`src/rtl/arb_pkg.sv`:
```
// Shared constants, state encoding and helpers for the round-robin grant arbiter.
package arb_pkg;

    localparam int N_REQ = 4;
    localparam int IDX_W = 2;

    typedef enum logic {
        IDLE  = 1'b0,
        GRANT = 1'b1
    } state_t;

    function automatic logic [N_REQ-1:0] idx_to_onehot(input logic [IDX_W-1:0] idx);
        logic [N_REQ-1:0] oh;
        oh = '0;
        oh[idx] = 1'b1;
        return oh;
    endfunction

endpackage

```
`src/rtl/rr_pick.sv`:
```
// Rotating-priority picker: first set bit of mask at or after ptr, wrapping modulo N_REQ.
module rr_pick
    import arb_pkg::*;
(
    input  logic [N_REQ-1:0] mask,
    input  logic [IDX_W-1:0] ptr,
    output logic [IDX_W-1:0] idx,
    output logic             any
);

    logic [IDX_W-1:0] k;

    always_comb begin
        idx = '0;
        any = 1'b0;
        k   = '0;
        for (int i = 0; i < N_REQ; i++) begin
            k = ptr + IDX_W'(i);
            if (!any && mask[k]) begin
                idx = k;
                any = 1'b1;
            end
        end
    end

endmodule

```
`src/rtl/rr_grant_arbiter.sv`:
```
// Four-way round-robin arbiter with registered one-hot grant and max-hold pre-emption.
//
// state | meaning
// IDLE  | no owner; first request seen is granted from ptr onwards
// GRANT | owner holds the resource; hand-over on release or hold timeout
module rr_grant_arbiter
    import arb_pkg::*;
#(
    parameter int MAX_HOLD = 8
) (
    input  logic             clk,
    input  logic             rst_n,
    input  logic [N_REQ-1:0] req,
    output logic [N_REQ-1:0] grant,
    output logic [IDX_W-1:0] grant_idx,
    output logic             grant_valid,
    output logic             timeout_evt
);

    localparam int HC_W       = (MAX_HOLD < 2) ? 1 : $clog2(MAX_HOLD);
    localparam int HOLD_SAT_I = (MAX_HOLD == 0) ? ((1 << HC_W) - 1) : (MAX_HOLD - 1);
    localparam logic [HC_W-1:0] HOLD_SAT = HOLD_SAT_I[HC_W-1:0];

    state_t           state, state_nx;
    logic [IDX_W-1:0] owner, owner_nx;
    logic [IDX_W-1:0] ptr, ptr_nx;
    logic [N_REQ-1:0] grant_nx;
    logic [HC_W-1:0]  hold_cnt, hold_nx;
    logic             tmo_nx;

    logic [N_REQ-1:0] others;
    logic [IDX_W-1:0] owner_inc;
    logic [N_REQ-1:0] pick_mask;
    logic [IDX_W-1:0] pick_ptr;
    logic [IDX_W-1:0] pick_idx;
    logic             pick_any;

    assign others    = req & ~idx_to_onehot(owner);
    assign owner_inc = owner + IDX_W'(1);

    // One picker serves both the initial grant and the hand-over.
    assign pick_mask = (state == IDLE) ? req : others;
    assign pick_ptr  = (state == IDLE) ? ptr : owner_inc;

    rr_pick u_pick (
        .mask (pick_mask),
        .ptr  (pick_ptr),
        .idx  (pick_idx),
        .any  (pick_any)
    );

    always_ff @(posedge clk or negedge rst_n) begin
        if (!rst_n) begin
            state       <= IDLE;
            owner       <= '0;
            ptr         <= '0;
            grant       <= '0;
            hold_cnt    <= '0;
            timeout_evt <= 1'b0;
        end else begin
            state       <= state_nx;
            owner       <= owner_nx;
            ptr         <= ptr_nx;
            grant       <= grant_nx;
            hold_cnt    <= hold_nx;
            timeout_evt <= tmo_nx;
        end
    end

    always_comb begin
        state_nx = state;
        owner_nx = owner;
        ptr_nx   = ptr;
        grant_nx = grant;
        hold_nx  = hold_cnt;
        tmo_nx   = 1'b0;
        case (state)
            IDLE: begin
                if (pick_any) begin
                    state_nx = GRANT;
                    owner_nx = pick_idx;
                    grant_nx = idx_to_onehot(pick_idx);
                    hold_nx  = '0;
                end
            end
            GRANT: begin
                if (!req[owner]) begin
                    // Release wins over a coincident timeout.
                    ptr_nx  = owner_inc;
                    hold_nx = '0;
                    if (pick_any) begin
                        owner_nx = pick_idx;
                        grant_nx = idx_to_onehot(pick_idx);
                    end else begin
                        state_nx = IDLE;
                        owner_nx = '0;
                        grant_nx = '0;
                    end
                end else if ((MAX_HOLD != 0) && (hold_cnt == HOLD_SAT) && pick_any) begin
                    ptr_nx   = owner_inc;
                    owner_nx = pick_idx;
                    grant_nx = idx_to_onehot(pick_idx);
                    hold_nx  = '0;
                    tmo_nx   = 1'b1;
                end else if (hold_cnt != HOLD_SAT) begin
                    hold_nx = hold_cnt + HC_W'(1);
                end
            end
            default: begin
                state_nx = IDLE;
                owner_nx = '0;
                grant_nx = '0;
                hold_nx  = '0;
            end
        endcase
    end

    assign grant_idx   = owner;
    assign grant_valid = |grant;

endmodule

```
`config.mk`:
```
export PLATFORM = sky130hd
export DESIGN_NAME = rr_grant_arbiter
export DESIGN_NICKNAME = d
export VERILOG_FILES = /design/src/rtl/arb_pkg.sv /design/src/rtl/rr_pick.sv /design/src/rtl/rr_grant_arbiter.sv
export SDC_FILE = /design/constraint.sdc
export NUM_CORES = 1
export LEC_CHECK = 0
export ABC_AREA = 0
export BUFFER_PORTS_ARGS = -buffer_cell sky130_fd_sc_hd__buf_2
export CAP_MARGIN = 20
export CORE_AREA = 2 2 47 49
export DETAILED_ROUTE_END_ITERATION = 6
export DIE_AREA = 0 0 49 51
export HOLD_SLACK_MARGIN = 0.02
export PLACE_DENSITY = 0.67
export SYNTH_ARGS = -nofsm -noshare
export SYNTH_HDL_FRONTEND = slang
export SYNTH_SLANG_ARGS = --single-unit
```
`constraint.sdc`:
```
create_clock -name clk -period 4.3 [get_ports clk]
set_clock_uncertainty 0.05 [all_clocks]
set_input_delay 0.43 -clock clk [delete_from_list [all_inputs] [get_ports clk]]
set_output_delay 0.43 -clock clk [all_outputs]
set_load 0.02 [all_outputs]
```
==> implementation parameters, run 1 <==
Parameter                              Value

Logic synthesis
  Ranking of synthesized cells by area    sky130_fd_sc_hd__dfrtp_1 (36%), sky130_fd_sc_hd__ha_1 (8.3%), sky130_fd_sc_hd__mux2_2 (6.2%), sky130_fd_sc_hd__nand2_1 (4.1%), sky130_fd_sc_hd__a22o_1 (3.9%)
  Fraction of the yosys area taken by sequential cells    0.3581
  Post-Syn Area    908.4 sq um
  Synthesized area per cell    9.562 sq um
  Yosys warning total    0
  Asr flop ratio synth    1.000
  Post-synth EDFFs    0
  Fraction of post-synthesis cell area in the top cell type by area    0.3581
  Total of flip-flops plus latches after synthesis    13
  Synthesized netlist net count    107
  Library cells used by synthesis    37
  Leading area contributor after synthesis    sky130_fd_sc_hd__dfrtp_1
  Dominant synthesized flop cell    sky130_fd_sc_hd__dfrtp_1
  Cells after synthesis    95

Drt
  Routed vias    775
  Routed wire length per instance    13.39 um
  Residual antenna-violating net count after detailed routing    0
  DR iter-0 viols    14
  Total Wirelength    1861 um
  Final routed DRC violation total    0
  Mean number of vias per cell    5.576
  First drt pass iteration count    4

Placed design
  Port Buffers    13
  Final GP Congestion    0.8671
  HPWL after detailed placement    1476 um

Final layout
  Synth-to-Final Area Change    13.36%
  Most used cells in the layout excluding fill and tap cells    sky130_fd_sc_hd__dfrtp_1 (13), sky130_fd_sc_hd__buf_2 (13), sky130_fd_sc_hd__nand2_1 (10)
  Footprint of the multi-input gates    545.5 sq um
  Antenna diode instance count    0
  Area of all sequential standard cells    325.3 sq um
  Fill count    208
  Final #Nets    124
  Layout cell share with drive strength beyond 1    0.2342
  End-of-flow core utilization    0.4991

Timing
  Max-slew headroom at the worst pin    0.6386
  Minimum clock period    2.278 ns
  RSZ-0062 raised after global routing    no
  Max-slew violations    0
  Accumulated negative setup slack    0 ns
  Measured slew at the worst slew-check pin    0.5372 ns
  Count of endpoints failing hold in the final timing report    0
  Setup violations, final    0
  Fmax    439.1 MHz
  Fraction of the cycle the final worst path needs    0.5297

Worst setup path
  Required @ worst endpoint    4.42 ns
  Most numerous cell on the critical path    sky130_fd_sc_hd__o221a_1
  Crit path kind    reg2reg
  Max Fanout on Critical Path    8
  Startpoint types    flop
  Reg2Reg Setup Slack    2.02 ns
  Maximum cell stage delay along the critical path    0.48 ns
  Arrival time of the worst setup path    2.40 ns
  Crit. End Element    flop
  Slowest cell on the critical path    sky130_fd_sc_hd__dfrtp_1
  Cell Chain, Critical Path    inv_1 > ha_1 > mux2i_1 > or3_1 > o21ba_1 > o221a_1 > o221a_1

Pwr
  Maximum vdd ir drop    0.0004516 V
  Pleak    0.5038 nW
  Total power divided by cell area    738.2 mW/mm^2

GRT
  Global-route wire length before repair    3208 um
  Number of antenna violations at the first check in global routing    0
  Overall routing resource usage    0.1715
  Maximum number of pins on one net before global-route repair    18
  Aggregate global routing overflow    0
  Vias in the first global route    740

Die
  DIE AREA    0.002499 sq mm
  Overall die width    49 um
  # IOs    14
  Core area    0.002063 sq mm
  Number of placement rows    17
  Die Y-Extent    51 um
  Initial core utilization    0.4403

Run status
  Run status    finished clean

Clock network
  Number of hold buffers added after cts    1
  CTS root buf    sky130_fd_sc_hd__clkbuf_4
  Number of sinks handled by clock tree synthesis    13
  Source-to-sink clock delay at the later pin of the worst-skew pair    0.28 ns
  Post-CTS setup buffers    0
  Cts bufs inserted    3
  Register clock-pin slew on the reported worst setup and hold paths    0.08 ns
  Maximum buffer depth of the clock tree    2
  Number of gates resized after CTS    0
  TritonCTS clock tree    yes
  Number of levels in the clock H-tree    1

Run
  Count of max-cap constraint violations    0

Hold path
  Type of the tightest min-delay check    reg2reg
==> cell type report <==
cell class	instances	area share
Timing Repair Buffer	14	0.07290
Clock buffer	4	0.02552
Tap cell	28	0.03402
Inverter	6	0.02187
Multi-Input combinational cell	74	0.5298
Sequential cell	13	0.3159
==> power by group <==
part,switching (W),total [W],internal [W]
Sequential,0.0000500,0.000220,0.000170
Clock,0.0000402,0.0000762,0.0000360
Combinational,0.000250,0.000464,0.000214
==> cell families (layout without fill, tap and decap cells) <==
family / Yosys count / count (layout) / synth area share
compound gates: 31 / 31 / 0.2700
fa+ha+maj: 6 / 6 / 0.08264
buf+inv: 8 / 24 / 0.04132
flops: 13 / 13 / 0.3581
mux: 6 / 6 / 0.07300
simple gates: 31 / 31 / 0.1750
==> final timing paths <==
kind	from	endpoint	cells after the start
min in group asynchronous	rst_n	grant[0]$_DFFE_PN0P_	2
worst min register to register	ptr[1]$_DFFE_PN0P_	ptr[1]$_DFFE_PN0P_	1
worst max-delay path	grant_idx[0]$_DFFE_PN0P_	grant_idx[1]$_DFFE_PN0P_	7
worst min-delay path	ptr[1]$_DFFE_PN0P_	ptr[1]$_DFFE_PN0P_	1
max in group asynchronous	rst_n	grant_idx[0]$_DFFE_PN0P_	2
worst max register to register	grant_idx[0]$_DFFE_PN0P_	grant_idx[1]$_DFFE_PN0P_	7
==> metal layers <==
layer | global-route usage | vias to the layer above | routed length [um]
li1 | - | 386 | -
met1 | 0.2085 | 368 | 860
met2 | 0.2945 | 16 | 912
met3 | 0.02632 | 5 | 56
met4 | 0.09048 | 0 | 31
met5 | 0 | - | 0
==> stage by stage <==
stage / hold slack, ns / total power (W) / worst slack [ns] / cell area (sq um) / std cells
after floorplan: 0.08441 / 0.0005800 / 2.072 / 908.4 / 95
after global placement: 0.2763 / 0.0006788 / 2.117 / 993.5 / 134
after detailed placement: 0.2823 / 0.0006878 / 2.040 / 993.5 / 134
after CTS: 0.4621 / 0.0007645 / 2.025 / 1030 / 139
after global routing: 0.4839 / 0.0008298 / 1.863 / 1030 / 139
final: 0.4575 / 0.0007601 / 2.022 / 1030 / 139
==> registers in the layout, summed over array words and instances, names as in the netlist <==
signal       count
grant_idx        2
timeout_evt      1
grant            4
state            1
ptr              2
hold_cnt         3
==> Yosys cell counts, types with 2 or more instances <==
| master | n |
|---|---|
| sky130_fd_sc_hd__a211oi_1 | 2 |
| sky130_fd_sc_hd__a21boi_0 | 3 |
| sky130_fd_sc_hd__a21o_1 | 2 |
| sky130_fd_sc_hd__a21oi_1 | 4 |
| sky130_fd_sc_hd__a22o_1 | 4 |
| sky130_fd_sc_hd__a31o_2 | 2 |
| sky130_fd_sc_hd__dfrtp_1 | 13 |
| sky130_fd_sc_hd__ha_1 | 6 |
| sky130_fd_sc_hd__inv_1 | 6 |
| sky130_fd_sc_hd__mux2_2 | 5 |
| sky130_fd_sc_hd__nand2_1 | 10 |
| sky130_fd_sc_hd__nand2b_1 | 5 |
| sky130_fd_sc_hd__nor2_1 | 7 |
| sky130_fd_sc_hd__o221a_1 | 2 |
| sky130_fd_sc_hd__or2_2 | 2 |
==> critical path, delay by kind of cell, from the launching register on <==
family / cells / cell delay, ns
simple gates: 1 / 0.37
mux: 1 / 0.12
compound gates: 3 / 0.71
buf+inv: 1 / 0.13
fa+ha+maj: 1 / 0.31
flops: 1 / 0.48
Note: power is estimated with default switching activity, not from simulation.
==> run 2, diff against run 1 <==
==> constraint.sdc (replaced) <==
create_clock -name clk -period 2.2 [get_ports clk]
set_clock_uncertainty 0.05 [all_clocks]
set_input_delay 0.22 -clock clk [delete_from_list [all_inputs] [get_ports clk]]
set_output_delay 0.22 -clock clk [all_outputs]
set_load 0.02 [all_outputs]
==> implementation parameters, run 2 (same netlist as run 1, synthesis figures left out) <==
Parameter                              Value

Run status
  Run status    finished clean (unchanged)

Clock network
  Number of levels in the clock H-tree    1 (unchanged)
  CTS root buf    sky130_fd_sc_hd__clkbuf_4 (unchanged)
  Post-CTS setup buffers    0 (unchanged)
  Maximum buffer depth of the clock tree    2 (unchanged)
  Number of sinks handled by clock tree synthesis    13 (unchanged)
  Source-to-sink clock delay at the later pin of the worst-skew pair    0.27 ns (was 0.28 ns)
  Cts bufs inserted    3 (unchanged)
  Register clock-pin slew on the reported worst setup and hold paths    0.08 ns (about the same)
  TritonCTS clock tree    yes (unchanged)

Worst setup path
  Arrival time of the worst setup path    2.24 ns (was 2.40 ns)
  Reg2Reg Depth    7 (unchanged)
  Maximum cell stage delay along the critical path    0.40 ns (was 0.48 ns)
  Slowest cell on the critical path    sky130_fd_sc_hd__dfrtp_2 (was sky130_fd_sc_hd__dfrtp_1)
  Reg-to-reg critical path startpoint    grant_idx[0]$_DFFE_PN0P_ (unchanged)
  Top Family by Delay on Critical Path    compound AO/OA/AOI/OAI gates (unchanged)
  Reg2Reg Setup Slack    0.08 ns (was 2.02 ns)
  Most numerous cell on the critical path    sky130_fd_sc_hd__o221a_1 (unchanged)
  Required @ worst endpoint    2.31 ns (was 4.42 ns)
  Critical Path Source    grant_idx[0]$_DFFE_PN0P_ (unchanged)
  Startpoint types    flop (unchanged)
  Worst R2R End    grant_idx[1]$_DFFE_PN0P_ (unchanged)
  Buffers plus inverters on the worst setup path    1 (unchanged)
  Crit. End Element    flop (unchanged)
  Cell Chain, Critical Path    inv_1 > ha_1 > mux2i_2 > or3_4 > o21ba_1 > o221a_1 > o221a_1 (was inv_1 > ha_1 > mux2i_1 > or3_1 > o21ba_1 > o221a_1 > o221a_1)
  Max Fanout on Critical Path    5 (was 8)
  Crit path kind    reg2reg (unchanged)

Placed design
  Port Buffers    13 (unchanged)
  Final GP Congestion    0.8852 (was 0.8671)
  HPWL after detailed placement    1587 um (was 1476 um)

Drt
  Mean number of vias per cell    5.531 (was 5.576)
  Final routed DRC violation total    0 (unchanged)
  Residual antenna-violating net count after detailed routing    0 (unchanged)
  Routed vias    802 (was 775)
  Routed wire length per instance    13.68 um (was 13.39 um)
  Total Wirelength    1984 um (was 1861 um)
  DR iter-0 viols    8 (was 14)
  First drt pass iteration count    4 (unchanged)

GRT
  Vias in the first global route    773 (was 740)
  Maximum number of pins on one net before global-route repair    14 (was 18)
  Number of antenna violations at the first check in global routing    0 (unchanged)
  Global-route wire length before repair    3443 um (was 3208 um)
  Aggregate global routing overflow    0 (unchanged)
  Overall routing resource usage    0.1802 (was 0.1715)

Timing
  Accumulated negative setup slack    0 ns (unchanged)
  Measured slew at the worst slew-check pin    0.3990 ns (was 0.5372 ns)
  RSZ-0062 raised after global routing    yes (was no)
  Count of endpoints failing hold in the final timing report    0 (unchanged)
  Minimum clock period    2.123 ns (was 2.278 ns)
  Max-slew violations    0 (unchanged)
  Fraction of the cycle the final worst path needs    0.9651 (was 0.5297)
  Max-slew headroom at the worst pin    0.7315 (was 0.6386)
  Fmax    471.0 MHz (was 439.1 MHz)
  Setup violations, final    0 (unchanged)

Die
  Overall die width    49 um (unchanged)
  Number of placement rows    17 (unchanged)
  DIE AREA    0.002499 sq mm (unchanged)
  # IOs    14 (unchanged)
  Initial core utilization    0.4403 (unchanged)
  Die Y-Extent    51 um (unchanged)
  Core area    0.002063 sq mm (unchanged)

Run
  Count of max-cap constraint violations    0 (unchanged)

Final layout
  Fill count    197 (was 208)
  Max FFs per register    4 (unchanged)
  Layout cell share with drive strength beyond 1    0.3077 (was 0.2342)
  Most used cells in the layout excluding fill and tap cells    sky130_fd_sc_hd__buf_2 (13), sky130_fd_sc_hd__dfrtp_1 (12), sky130_fd_sc_hd__nand2_1 (10) (was sky130_fd_sc_hd__dfrtp_1 (13), sky130_fd_sc_hd__buf_2 (13), sky130_fd_sc_hd__nand2_1 (10))
  Synth-to-Final Area Change    20.25% (was 13.36%)
  Area of all sequential standard cells    326.6 sq um (was 325.3 sq um)
  Footprint of the multi-input gates    561.8 sq um (was 545.5 sq um)
  Largest Register    grant (unchanged)
  Final #Nets    130 (was 124)
  Antenna diode instance count    0 (unchanged)
  Largest registers in the final layout    grant: 4 flops, hold_cnt: 3 flops (unchanged)
  Most common cell after layout, fill and taps aside    sky130_fd_sc_hd__buf_2

Hold path
  Type of the tightest min-delay check    in2async (was reg2reg)

Pwr
  Total Power    0.001600 W (was 0.0007601 W)
  Pleak    0.5267 nW (was 0.5038 nW)
  Total power divided by cell area    1465 mW/mm^2 (was 738.2 mW/mm^2)
  Maximum vdd ir drop    0.0007604 V (was 0.0004516 V)
-- run 2: cell types whose count changed in the layout (fill, tap and decap cells not counted) --
cell                      previous run  this run
sky130_fd_sc_hd__buf_4               0         6
sky130_fd_sc_hd__a41oi_1             1         0
sky130_fd_sc_hd__a41oi_2             0         1
sky130_fd_sc_hd__dfrtp_1            13        12
sky130_fd_sc_hd__dfrtp_2             0         1
sky130_fd_sc_hd__mux2i_1             1         0
sky130_fd_sc_hd__mux2i_2             0         1
sky130_fd_sc_hd__or3_1               1         0
sky130_fd_sc_hd__or3_4               0         1
-- run 2: how the worst max path moves through the flow --
| stage | depth (start not counted) | endpoint | slack [ns] |
|---|---|---|---|
| 3_3_place_gp | 7 | grant_idx[1]$_DFFE_PN0P_ | 0.18 |
| 2_1_floorplan | 7 | grant_idx[1]$_DFFE_PN0P_ | 0.009 |
| 3_5_place_dp | 7 | grant_idx[1]$_DFFE_PN0P_ | 0.11 |
| 6_report | 7 | grant_idx[1]$_DFFE_PN0P_ | 0.08 |
| 4_1_cts | 7 | grant_idx[1]$_DFFE_PN0P_ | 0.10 |
| 5_1_grt | 7 | grant_idx[1]$_DFFE_PN0P_ | -0.02 |
-- run 2: power breakdown --
part	total, W	leakage [nW]	switching, W	internal [W]
Sequential	0.000409	0.161	0.0000744	0.000335
Combinational	0.00105	0.351	0.000546	0.000499
Clock	0.000146	0.0150	0.0000755	0.0000701
-- run 2: area by class of cell --
cell class | instances | share of cell area
inverters | 6 | 0.02062
clock buffers | 4 | 0.02405
flip-flops and latches | 13 | 0.2990
multi-input cells | 74 | 0.5143
repair buffers | 20 | 0.1100
well taps | 28 | 0.03207
-- run 2: per-layer routing --
metal,GRT usage,part of all wire
met5,0,0
met3,0.05263,0.022
met1,0.2169,0.47
met2,0.3082,0.50
met4,0.06190,0.011
-- run 2: repair_timing --
action / CTS / global route
endpoints found under the setup margin: 0 / 3
hold buffers: 1 / 0
resized for setup: 0 / 3
hold endpoints to repair: 13 / 0
-- run 2: per-stage QoR --
step	utilization	instance area (sq um)	hold WS [ns]	setup WS (ns)	std cells
after floorplan	-	909.6	-0.1256	0.008798	95
after global placement	0.5039	1040	0.07233	0.1753	140
after detailed placement	0.5039	1040	0.07519	0.1131	140
after CTS	0.5215	1076	0.3076	0.1045	145
after global routing	0.5294	1092	0.3268	-0.01766	145
final	0.5294	1092	0.3056	0.07671	145
-- run 2: worst register-to-register path: cells and delay by family (launching register included) --
kind,cells,cell delay [ns]
buffers and inverters,1,0.07
AOI/OAI and AO/OA,3,0.72
DFF,1,0.40
and+or+nand+nor,1,0.39
muxes,1,0.09
adders and majority gates,1,0.30
